**config.mk**
```make
export PLATFORM = sky130hd
export DESIGN_NAME = bot_cmd_sequencer_flat
export DESIGN_NICKNAME = d
export VERILOG_FILES = /design/src/rtl/bot_seq_pkg.sv /design/src/rtl/bot_cmd_sequencer_if.sv /design/src/rtl/bot_cmd_fifo.sv /design/src/rtl/bot_cmd_sequencer.sv /design/src/flat_wrapper.sv
export SDC_FILE = /design/constraint.sdc
export NUM_CORES = 1
export LEC_CHECK = 0
export CAP_MARGIN = 10
export CORE_AREA = 2 2 125 127
export CTS_CLUSTER_SIZE = 16
export DETAILED_ROUTE_END_ITERATION = 8
export DIE_AREA = 0 0 127 129
export PLACE_DENSITY = 0.64
export RECOVER_POWER = 100
export SYNTH_ARGS = -nofsm -noshare
export SYNTH_HDL_FRONTEND = slang
export SYNTH_SLANG_ARGS = --single-unit
export TNS_END_PERCENT = 20
```
**constraint.sdc**
```tcl
create_clock -name clk -period 4.7 [get_ports clk]
set_clock_uncertainty 0.05 [all_clocks]
set_input_delay 0.94 -clock clk [delete_from_list [all_inputs] [get_ports clk]]
set_output_delay 0.94 -clock clk [all_outputs]
set_load 0.03 [all_outputs]
```
**src/rtl/bot_seq_pkg.sv**
```systemverilog
// Shared types and constants for the Rojobot command sequencer.
package bot_seq_pkg;

  // Default tick-count width used by the packed command record.
  localparam int DUR_W = 8;

  // Motor-control value that halts both wheels.
  localparam logic [7:0] MOTCTL_STOP = 8'h00;

  typedef enum logic [1:0] {
    IDLE = 2'd0,
    LOAD = 2'd1,
    RUN  = 2'd2
  } seq_state_t;

  typedef struct packed {
    logic [7:0]       motctl;
    logic [DUR_W-1:0] ticks;
  } bot_cmd_t;

endpackage

```
**src/rtl/bot_cmd_sequencer_if.sv**
```systemverilog
// Command push channel between the GPIO register block and the sequencer.
interface bot_cmd_sequencer_if #(
  parameter int DUR_W = 8
);

  logic             i_cmd_valid;
  logic             o_cmd_ready;
  logic [7:0]       i_cmd_motctl;
  logic [DUR_W-1:0] i_cmd_ticks;

  // Software side: offers commands.
  modport master (
    output i_cmd_valid,
    output i_cmd_motctl,
    output i_cmd_ticks,
    input  o_cmd_ready
  );

  // Sequencer side: accepts commands.
  modport slave (
    input  i_cmd_valid,
    input  i_cmd_motctl,
    input  i_cmd_ticks,
    output o_cmd_ready
  );

endinterface

```
**src/rtl/bot_cmd_fifo.sv**
```systemverilog
// Synchronous register-array FIFO with flush; head entry is visible on dout_o.
module bot_cmd_fifo #(
  parameter int DEPTH = 8,
  parameter int W     = 16
) (
  input  logic                         clk,
  input  logic                         rst,
  input  logic                         push_i,
  input  logic                         pop_i,
  input  logic                         flush_i,
  input  logic [W-1:0]                 din_i,
  output logic [W-1:0]                 dout_o,
  output logic [$clog2(DEPTH+1)-1:0]   count_o,
  output logic                         full_o,
  output logic                         empty_o
);

  localparam int AW = $clog2(DEPTH);
  localparam int CW = $clog2(DEPTH+1);

  logic [W-1:0]  mem_q [DEPTH];
  logic [AW-1:0] wr_ptr_q, wr_ptr_d;
  logic [AW-1:0] rd_ptr_q, rd_ptr_d;
  logic [CW-1:0] count_q, count_d;
  logic          do_push;
  logic          do_pop;

  assign full_o  = (count_q == CW'(DEPTH));
  assign empty_o = (count_q == '0);
  assign count_o = count_q;
  assign dout_o  = mem_q[rd_ptr_q];

  // Flush overrides everything; push/pop are ignored when they cannot be honoured.
  assign do_push = push_i && !full_o  && !flush_i;
  assign do_pop  = pop_i  && !empty_o && !flush_i;

  // Pointer and occupancy next-state.
  always_comb begin
    wr_ptr_d = wr_ptr_q;
    rd_ptr_d = rd_ptr_q;
    count_d  = count_q;
    if (flush_i) begin
      wr_ptr_d = '0;
      rd_ptr_d = '0;
      count_d  = '0;
    end else begin
      if (do_push) wr_ptr_d = wr_ptr_q + 1'b1;
      if (do_pop)  rd_ptr_d = rd_ptr_q + 1'b1;
      case ({do_push, do_pop})
        2'b10:   count_d = count_q + 1'b1;
        2'b01:   count_d = count_q - 1'b1;
        default: count_d = count_q;
      endcase
    end
  end

  // Control registers.
  always_ff @(posedge clk) begin
    if (rst) begin
      wr_ptr_q <= '0;
      rd_ptr_q <= '0;
      count_q  <= '0;
    end else begin
      wr_ptr_q <= wr_ptr_d;
      rd_ptr_q <= rd_ptr_d;
      count_q  <= count_d;
    end
  end

  // Storage array; contents are only meaningful behind valid pointers, so no reset.
  always_ff @(posedge clk) begin
    if (do_push) mem_q[wr_ptr_q] <= din_i;
  end

endmodule

```
**src/rtl/bot_cmd_sequencer.sv**
```systemverilog
// Replays queued timed motor commands onto the Rojobot MotCtl input and
// manages the update / completion interrupt flags.
module bot_cmd_sequencer
  import bot_seq_pkg::*;
#(
  parameter int DEPTH = 8,
  parameter int DUR_W = 8
) (
  input  logic                       clk,
  input  logic                       rst,
  bot_cmd_sequencer_if.slave         cmd_if,
  input  logic                       i_abort,
  input  logic                       i_upd,
  input  logic                       i_upd_ack,
  input  logic                       i_done_ack,
  output logic [7:0]                 o_motctl,
  output logic                       o_upd_flag,
  output logic                       o_done_irq,
  output logic                       o_aborted,
  output logic                       o_busy,
  output logic [$clog2(DEPTH+1)-1:0] o_count
);

  localparam int CW    = $clog2(DEPTH+1);
  localparam int CMD_W = 8 + DUR_W;

  seq_state_t       state_q, state_d;
  logic [7:0]       motctl_q, motctl_d;
  logic [DUR_W-1:0] remaining_q, remaining_d;
  logic             upd_q;
  logic             upd_flag_q, upd_flag_d;
  logic             done_q, done_d;
  logic             aborted_q, aborted_d;

  logic             upd_edge;
  logic             cmd_ready;
  logic             cmd_push;
  logic             fifo_pop;
  logic             set_done;
  logic             set_abort;
  logic [CMD_W-1:0] fifo_din;
  logic [CMD_W-1:0] fifo_dout;
  logic [CW-1:0]    fifo_count;
  logic             fifo_full;
  logic             fifo_empty;
  logic [7:0]       head_motctl;
  logic [DUR_W-1:0] head_ticks;

  // No bypass when full: a same-cycle pop never raises ready.
  assign cmd_ready          = !fifo_full && !i_abort;
  assign cmd_push           = cmd_if.i_cmd_valid && cmd_ready;
  assign cmd_if.o_cmd_ready = cmd_ready;

  assign fifo_din    = {cmd_if.i_cmd_motctl, cmd_if.i_cmd_ticks};
  assign head_motctl = fifo_dout[CMD_W-1 -: 8];
  assign head_ticks  = fifo_dout[DUR_W-1:0];

  assign upd_edge = i_upd & ~upd_q;

  bot_cmd_fifo #(
    .DEPTH (DEPTH),
    .W     (CMD_W)
  ) u_fifo (
    .clk     (clk),
    .rst     (rst),
    .push_i  (cmd_push),
    .pop_i   (fifo_pop),
    .flush_i (i_abort),
    .din_i   (fifo_din),
    .dout_o  (fifo_dout),
    .count_o (fifo_count),
    .full_o  (fifo_full),
    .empty_o (fifo_empty)
  );

  // Sequencer next-state, output value and sticky flag updates.
  always_comb begin
    state_d     = state_q;
    motctl_d    = motctl_q;
    remaining_d = remaining_q;
    upd_flag_d  = upd_flag_q;
    done_d      = done_q;
    aborted_d   = aborted_q;
    fifo_pop    = 1'b0;
    set_done    = 1'b0;
    set_abort   = 1'b0;

    if (i_abort) begin
      // Abort wins over everything; only flag it if there was work to cancel.
      state_d  = IDLE;
      motctl_d = MOTCTL_STOP;
      if ((state_q != IDLE) || !fifo_empty) begin
        set_done  = 1'b1;
        set_abort = 1'b1;
      end
    end else begin
      unique case (state_q)
        IDLE: begin
          if (!fifo_empty) state_d = LOAD;
        end
        LOAD: begin
          fifo_pop = 1'b1;
          if (head_ticks == '0) begin
            // Zero-length command: drop it without touching the motor value.
            if ((fifo_count > CW'(1)) || cmd_push) begin
              state_d = LOAD;
            end else begin
              motctl_d = MOTCTL_STOP;
              set_done = 1'b1;
              state_d  = IDLE;
            end
          end else begin
            motctl_d    = head_motctl;
            remaining_d = head_ticks;
            state_d     = RUN;
          end
        end
        RUN: begin
          if (upd_edge) begin
            remaining_d = remaining_q - 1'b1;
            if (remaining_q == DUR_W'(1)) begin
              if (!fifo_empty) begin
                // Keep the current motor value through LOAD: no STOP glitch.
                state_d = LOAD;
              end else begin
                motctl_d = MOTCTL_STOP;
                set_done = 1'b1;
                state_d  = IDLE;
              end
            end
          end
        end
        default: begin
          state_d = IDLE;
        end
      endcase
    end

    // Acknowledges take priority over a coincident set.
    if (upd_edge)  upd_flag_d = 1'b1;
    if (i_upd_ack) upd_flag_d = 1'b0;

    if (set_done)  done_d    = 1'b1;
    if (set_abort) aborted_d = 1'b1;
    if (i_done_ack) begin
      done_d    = 1'b0;
      aborted_d = 1'b0;
    end
  end

  // State, output and flag registers. upd_q resets high so a level already
  // present at reset release is not mistaken for a fresh update.
  always_ff @(posedge clk) begin
    if (rst) begin
      state_q     <= IDLE;
      motctl_q    <= MOTCTL_STOP;
      remaining_q <= '0;
      upd_q       <= 1'b1;
      upd_flag_q  <= 1'b0;
      done_q      <= 1'b0;
      aborted_q   <= 1'b0;
    end else begin
      state_q     <= state_d;
      motctl_q    <= motctl_d;
      remaining_q <= remaining_d;
      upd_q       <= i_upd;
      upd_flag_q  <= upd_flag_d;
      done_q      <= done_d;
      aborted_q   <= aborted_d;
    end
  end

  assign o_motctl   = motctl_q;
  assign o_upd_flag = upd_flag_q;
  assign o_done_irq = done_q;
  assign o_aborted  = aborted_q;
  assign o_busy     = (state_q != IDLE) || !fifo_empty;
  assign o_count    = fifo_count;

endmodule

```
**src/flat_wrapper.sv**
```systemverilog
// flat-port wrapper written by rule: the top's interface ports become plain ports
module bot_cmd_sequencer_flat import bot_seq_pkg::*;
#(
  parameter int DEPTH = 8,
  parameter int DUR_W = 8
)
  (clk, rst, i_abort, i_upd, i_upd_ack, i_done_ack, o_motctl, o_upd_flag, o_done_irq, o_aborted, o_busy, o_count, cmd_if_i_cmd_valid, cmd_if_i_cmd_motctl, cmd_if_i_cmd_ticks, cmd_if_o_cmd_ready);
  bot_cmd_sequencer_if #(.DUR_W(DUR_W)) cmd_if_i ();
  input  logic clk;
  input  logic rst;
  input  logic i_abort;
  input  logic i_upd;
  input  logic i_upd_ack;
  input  logic i_done_ack;
  output logic [7:0] o_motctl;
  output logic o_upd_flag;
  output logic o_done_irq;
  output logic o_aborted;
  output logic o_busy;
  output logic [$clog2(DEPTH+1)-1:0] o_count;
  input wire logic [$bits(cmd_if_i.i_cmd_valid)-1:0] cmd_if_i_cmd_valid;
  input wire logic [$bits(cmd_if_i.i_cmd_motctl)-1:0] cmd_if_i_cmd_motctl;
  input wire logic [$bits(cmd_if_i.i_cmd_ticks)-1:0] cmd_if_i_cmd_ticks;
  output wire logic [$bits(cmd_if_i.o_cmd_ready)-1:0] cmd_if_o_cmd_ready;
  assign cmd_if_i.i_cmd_valid = cmd_if_i_cmd_valid;
  assign cmd_if_i.i_cmd_motctl = cmd_if_i_cmd_motctl;
  assign cmd_if_i.i_cmd_ticks = cmd_if_i_cmd_ticks;
  assign cmd_if_o_cmd_ready = cmd_if_i.o_cmd_ready;
  bot_cmd_sequencer #(.DEPTH(DEPTH), .DUR_W(DUR_W)) u_core (.clk(clk), .rst(rst), .cmd_if(cmd_if_i), .i_abort(i_abort), .i_upd(i_upd), .i_upd_ack(i_upd_ack), .i_done_ack(i_done_ack), .o_motctl(o_motctl), .o_upd_flag(o_upd_flag), .o_done_irq(o_done_irq), .o_aborted(o_aborted), .o_busy(o_busy), .o_count(o_count));
endmodule
```
==> results list <==
* Clock buffer depth: 2
- Antenna fix cells: 0
- Max-cap violations in this run came to 0.
* Total number of H-tree levels: 4
- Pin count of the biggest net entering global routing: 25
- Dividing the detail-routed wire length by the instance count gives 19.4 um.
* Number of vias per cell after detailed routing: 5.49
- Number of setup violations in the final report: 0
* Count of flip-flops with a built-in enable after synthesis: 128
- In this run the number of cells on the critical path is 6.
- Setup total negative slack: 0 ps
- Share of synthesized area occupied by flip-flops and latches: 67.9%
- The library cell used most frequently in the layout, excluding fill and tap cells, is edfxtp_1.
- Buffer cell driving the clock tree root: clkbuf_16
- Total power for the finished layout comes to 2.98 mW.
- The worst setup path is launched from a flip-flop.
* Highest-count cells in the layout ignoring fill and taps: edfxtp_1 (128), dlygate4sd3_1 (36), dfxtp_1 (35)
* PD cells: 380 nW/um2
- Width of the chip: 127 um
* Top cell family by delay on the critical path: flip-flops
- The number of hold buffers added after CTS was 0.
* Final critical-path required period: 3800 ps
- Number of warnings reported in the yosys synthesis log: 0
- Cell at the slowest stage of the critical path: dfxtp_1
* Die Outline Area: 16400 um2
- Maximum fanout along the worst path: 21
- The largest single stage delay on the critical path is 1190 ps.
* Clock tree from TritonCTS: yes
- The first detailed-routing pass ran for 4 iterations.
* Total count of max-transition violations in the final report: 0
- Primary flip-flop cell chosen by synthesis mapping: edfxtp_1
- After the first detailed-routing iteration, the DRC count stood at 403.
- #FFs+latches synth: 163
* Final Cycle Share: 80.9%
* Routed vias: 3590
* Post-synth net total: 431
- Core Region: 15000 um2
* Clock-pin slew on the worst setup and hold paths: 60 ps
* Worst Path Class, Setup: reg2reg
- Number of routed nets with antenna violations: 0
- Together, buffers and inverters on the worst path number 0.
* Input/output buffers: 39
- Slew HR: 13.4%
- The via count of the first global-routing pass is 3687.
- Total Nets Final: 488
- OpenSTA, run right after detailed placement, puts the worst setup slack at 1140 ps.
- After synthesis the cells add up to 6690 um2.
* Setup Buffers After CTS: 0
* Total global routing overflow: 0
- Final Hold Violating Endpoints: 0
- The number of clock buffers added by TritonCTS is 17.
* Required time of the critical path: 4950 ps
- Unique cell type count in the Yosys netlist: 58
- IO Count: 40
- The number of cells on the worst reg-to-reg path is 6.
- Once the floorplan was initialized, standard cells occupied 44.7% of the core.
* # DRC: 0
* Least-Margin Pin Slew: 1300 ps
* Highest clock rate: 0.263 GHz
- Die boundary height: 129 um
* Run status: complete, no violations
* Tot GR Track Use: 16.6%
- Number of cells on the worst hold path: 1
- At the later pin of the worst-skew pair, clock insertion delay measures 420 ps.
- The min-delay analysis places its worst path in the category reg2reg.
- Wire length of the first global-routing pass: 20200 um
- Setup repair after global routing missed its margin: false
- The worst path meets setup with 898 ps of slack.
* Critical path cell sequence: mux4_1 -> mux2_1 -> nor4b_4 -> nand3_1 -> o211a_1 -> a2111oi_0
- FFs w/ async S/R, synth: 0%
- The layout has 1214 filler cells.
- Std cell rows: 45
- In the synthesized netlist, the number of instances is 396.
- Leakage Power: 2.56 nW
- Sum of routed wire length over all layers: 12700 um
- Setup crit end kind: flip-flop
* Maximum VDD drop: 245 uV
- Half-perimeter wire length after placement: 7750 um
- Number of gates resized after cts: 0
- Worst path arrival time: 4050 ps
- The number of antenna violations at the first check in global routing was 0.
* Synthesis-to-layout area growth: 17.2%
- Fraction of layout cells with a size suffix above 1: 14.6%
- The clock net in this run drives a total of 163 sinks.
- Routability-driven placement finished with a final weighted congestion of 0.828.
- Syn_area_per_cell: 16.9 um2
[layer usage]
metal	up-vias	global-route usage, %	wire [um]
met4	0	5.82	107
met1	1780	20.8	5510
met5	-	0	0
met3	10	4.07	666
li1	1705	-	-
met2	95	28.5	6410
[cells in the mapped netlist, types with 6 or more instances]
| master | number | area share, % |
|---|---|---|
| ha_1 | 12 | 2.2 |
| a21oi_1 | 15 | 1.1 |
| nand3_1 | 7 | 0.52 |
| xor2_1 | 6 | 0.79 |
| mux4_2 | 21 | 7.1 |
| o2bb2ai_1 | 8 | 1.0 |
| edfxtp_1 | 128 | 57 |
| nor2_1 | 22 | 1.2 |
| inv_1 | 13 | 0.73 |
| nand2_1 | 19 | 1.1 |
| mux2i_1 | 16 | 2.4 |
| mux4_1 | 11 | 4.3 |
| nor3_1 | 7 | 0.52 |
| dfxtp_1 | 35 | 10 |
[layout make-up]
cell class,instances,area [um2],area share (%)
sequential,163,4540,57.9
clock inverter,14,128,1.63
multi-input combinational,207,2010,25.6
clock buffer,18,429,5.47
timing repair buffer,50,443,5.65
tap,188,235,3.00
inverter,14,52.6,0.670
[stage by stage]
| stage | instance area (um2) | utilization, % | hold slack [ps] | cells |
|---|---|---|---|---|
| 4_1_cts | 7900 | 52.7 | 425 | 654 |
| 6_report | 7840 | 52.4 | 415 | 654 |
| 3_3_place_gp | 7340 | 49.0 | 405 | 622 |
| 3_5_place_dp | 7340 | 49.0 | 412 | 622 |
| 5_1_grt | 7840 | 52.4 | 438 | 654 |
| 2_1_floorplan | 6690 | - | 401 | 396 |
[flip-flops by register name, summed over array words and instances (netlist names), named ones only]
name                    count
u_core.o_aborted            1
u_core.o_done_irq           1
u_core.o_motctl             8
u_core.o_upd_flag           1
u_core.remaining_q          8
u_core.state_q              2
u_core.u_fifo.count_o       4
u_core.u_fifo.mem_q       128
u_core.u_fifo.rd_ptr_q      3
u_core.u_fifo.wr_ptr_q      3
u_core.upd_q                1
[report_power, final]
part	switching, mW	internal (mW)	leakage (nW)
Combinational	0.0665	0.0434	0.858
Sequential	0.00646	1.57	1.44
Clock	0.560	0.734	0.261
Total	0.633	2.34	2.56
[worst paths after layout]
path,slack (ps),to,startpoint
max,900,u_core.o_done_irq,flip-flop
min,410,u_core.o_motctl[0],u_core.o_motctl[0]
max reg2reg,900,u_core.o_done_irq,flip-flop
min reg2reg,410,u_core.o_motctl[0],u_core.o_motctl[0]
[kinds of logic after synthesis]
| family | synth area share, % |
|---|---|
| muxes | 14.3 |
| DFF | 67.9 |
| buffers and inverters | 2.11 |
| adders and majority gates | 2.24 |
| AOI/OAI and AO/OA | 5.81 |
| xor gates and xnor gates | 0.916 |
| and+or+nand+nor | 6.69 |
[worst register-to-register path, delay by kind of cell (launching register included)]
kind             cells  cell delay (ps)
AO/OA/AOI/OAI        2              660
multiplexers         2             1060
flip-flops           1             1190
AND/OR/NAND/NOR      2              730
No activity file was read; power rests on OpenSTA's default activity.
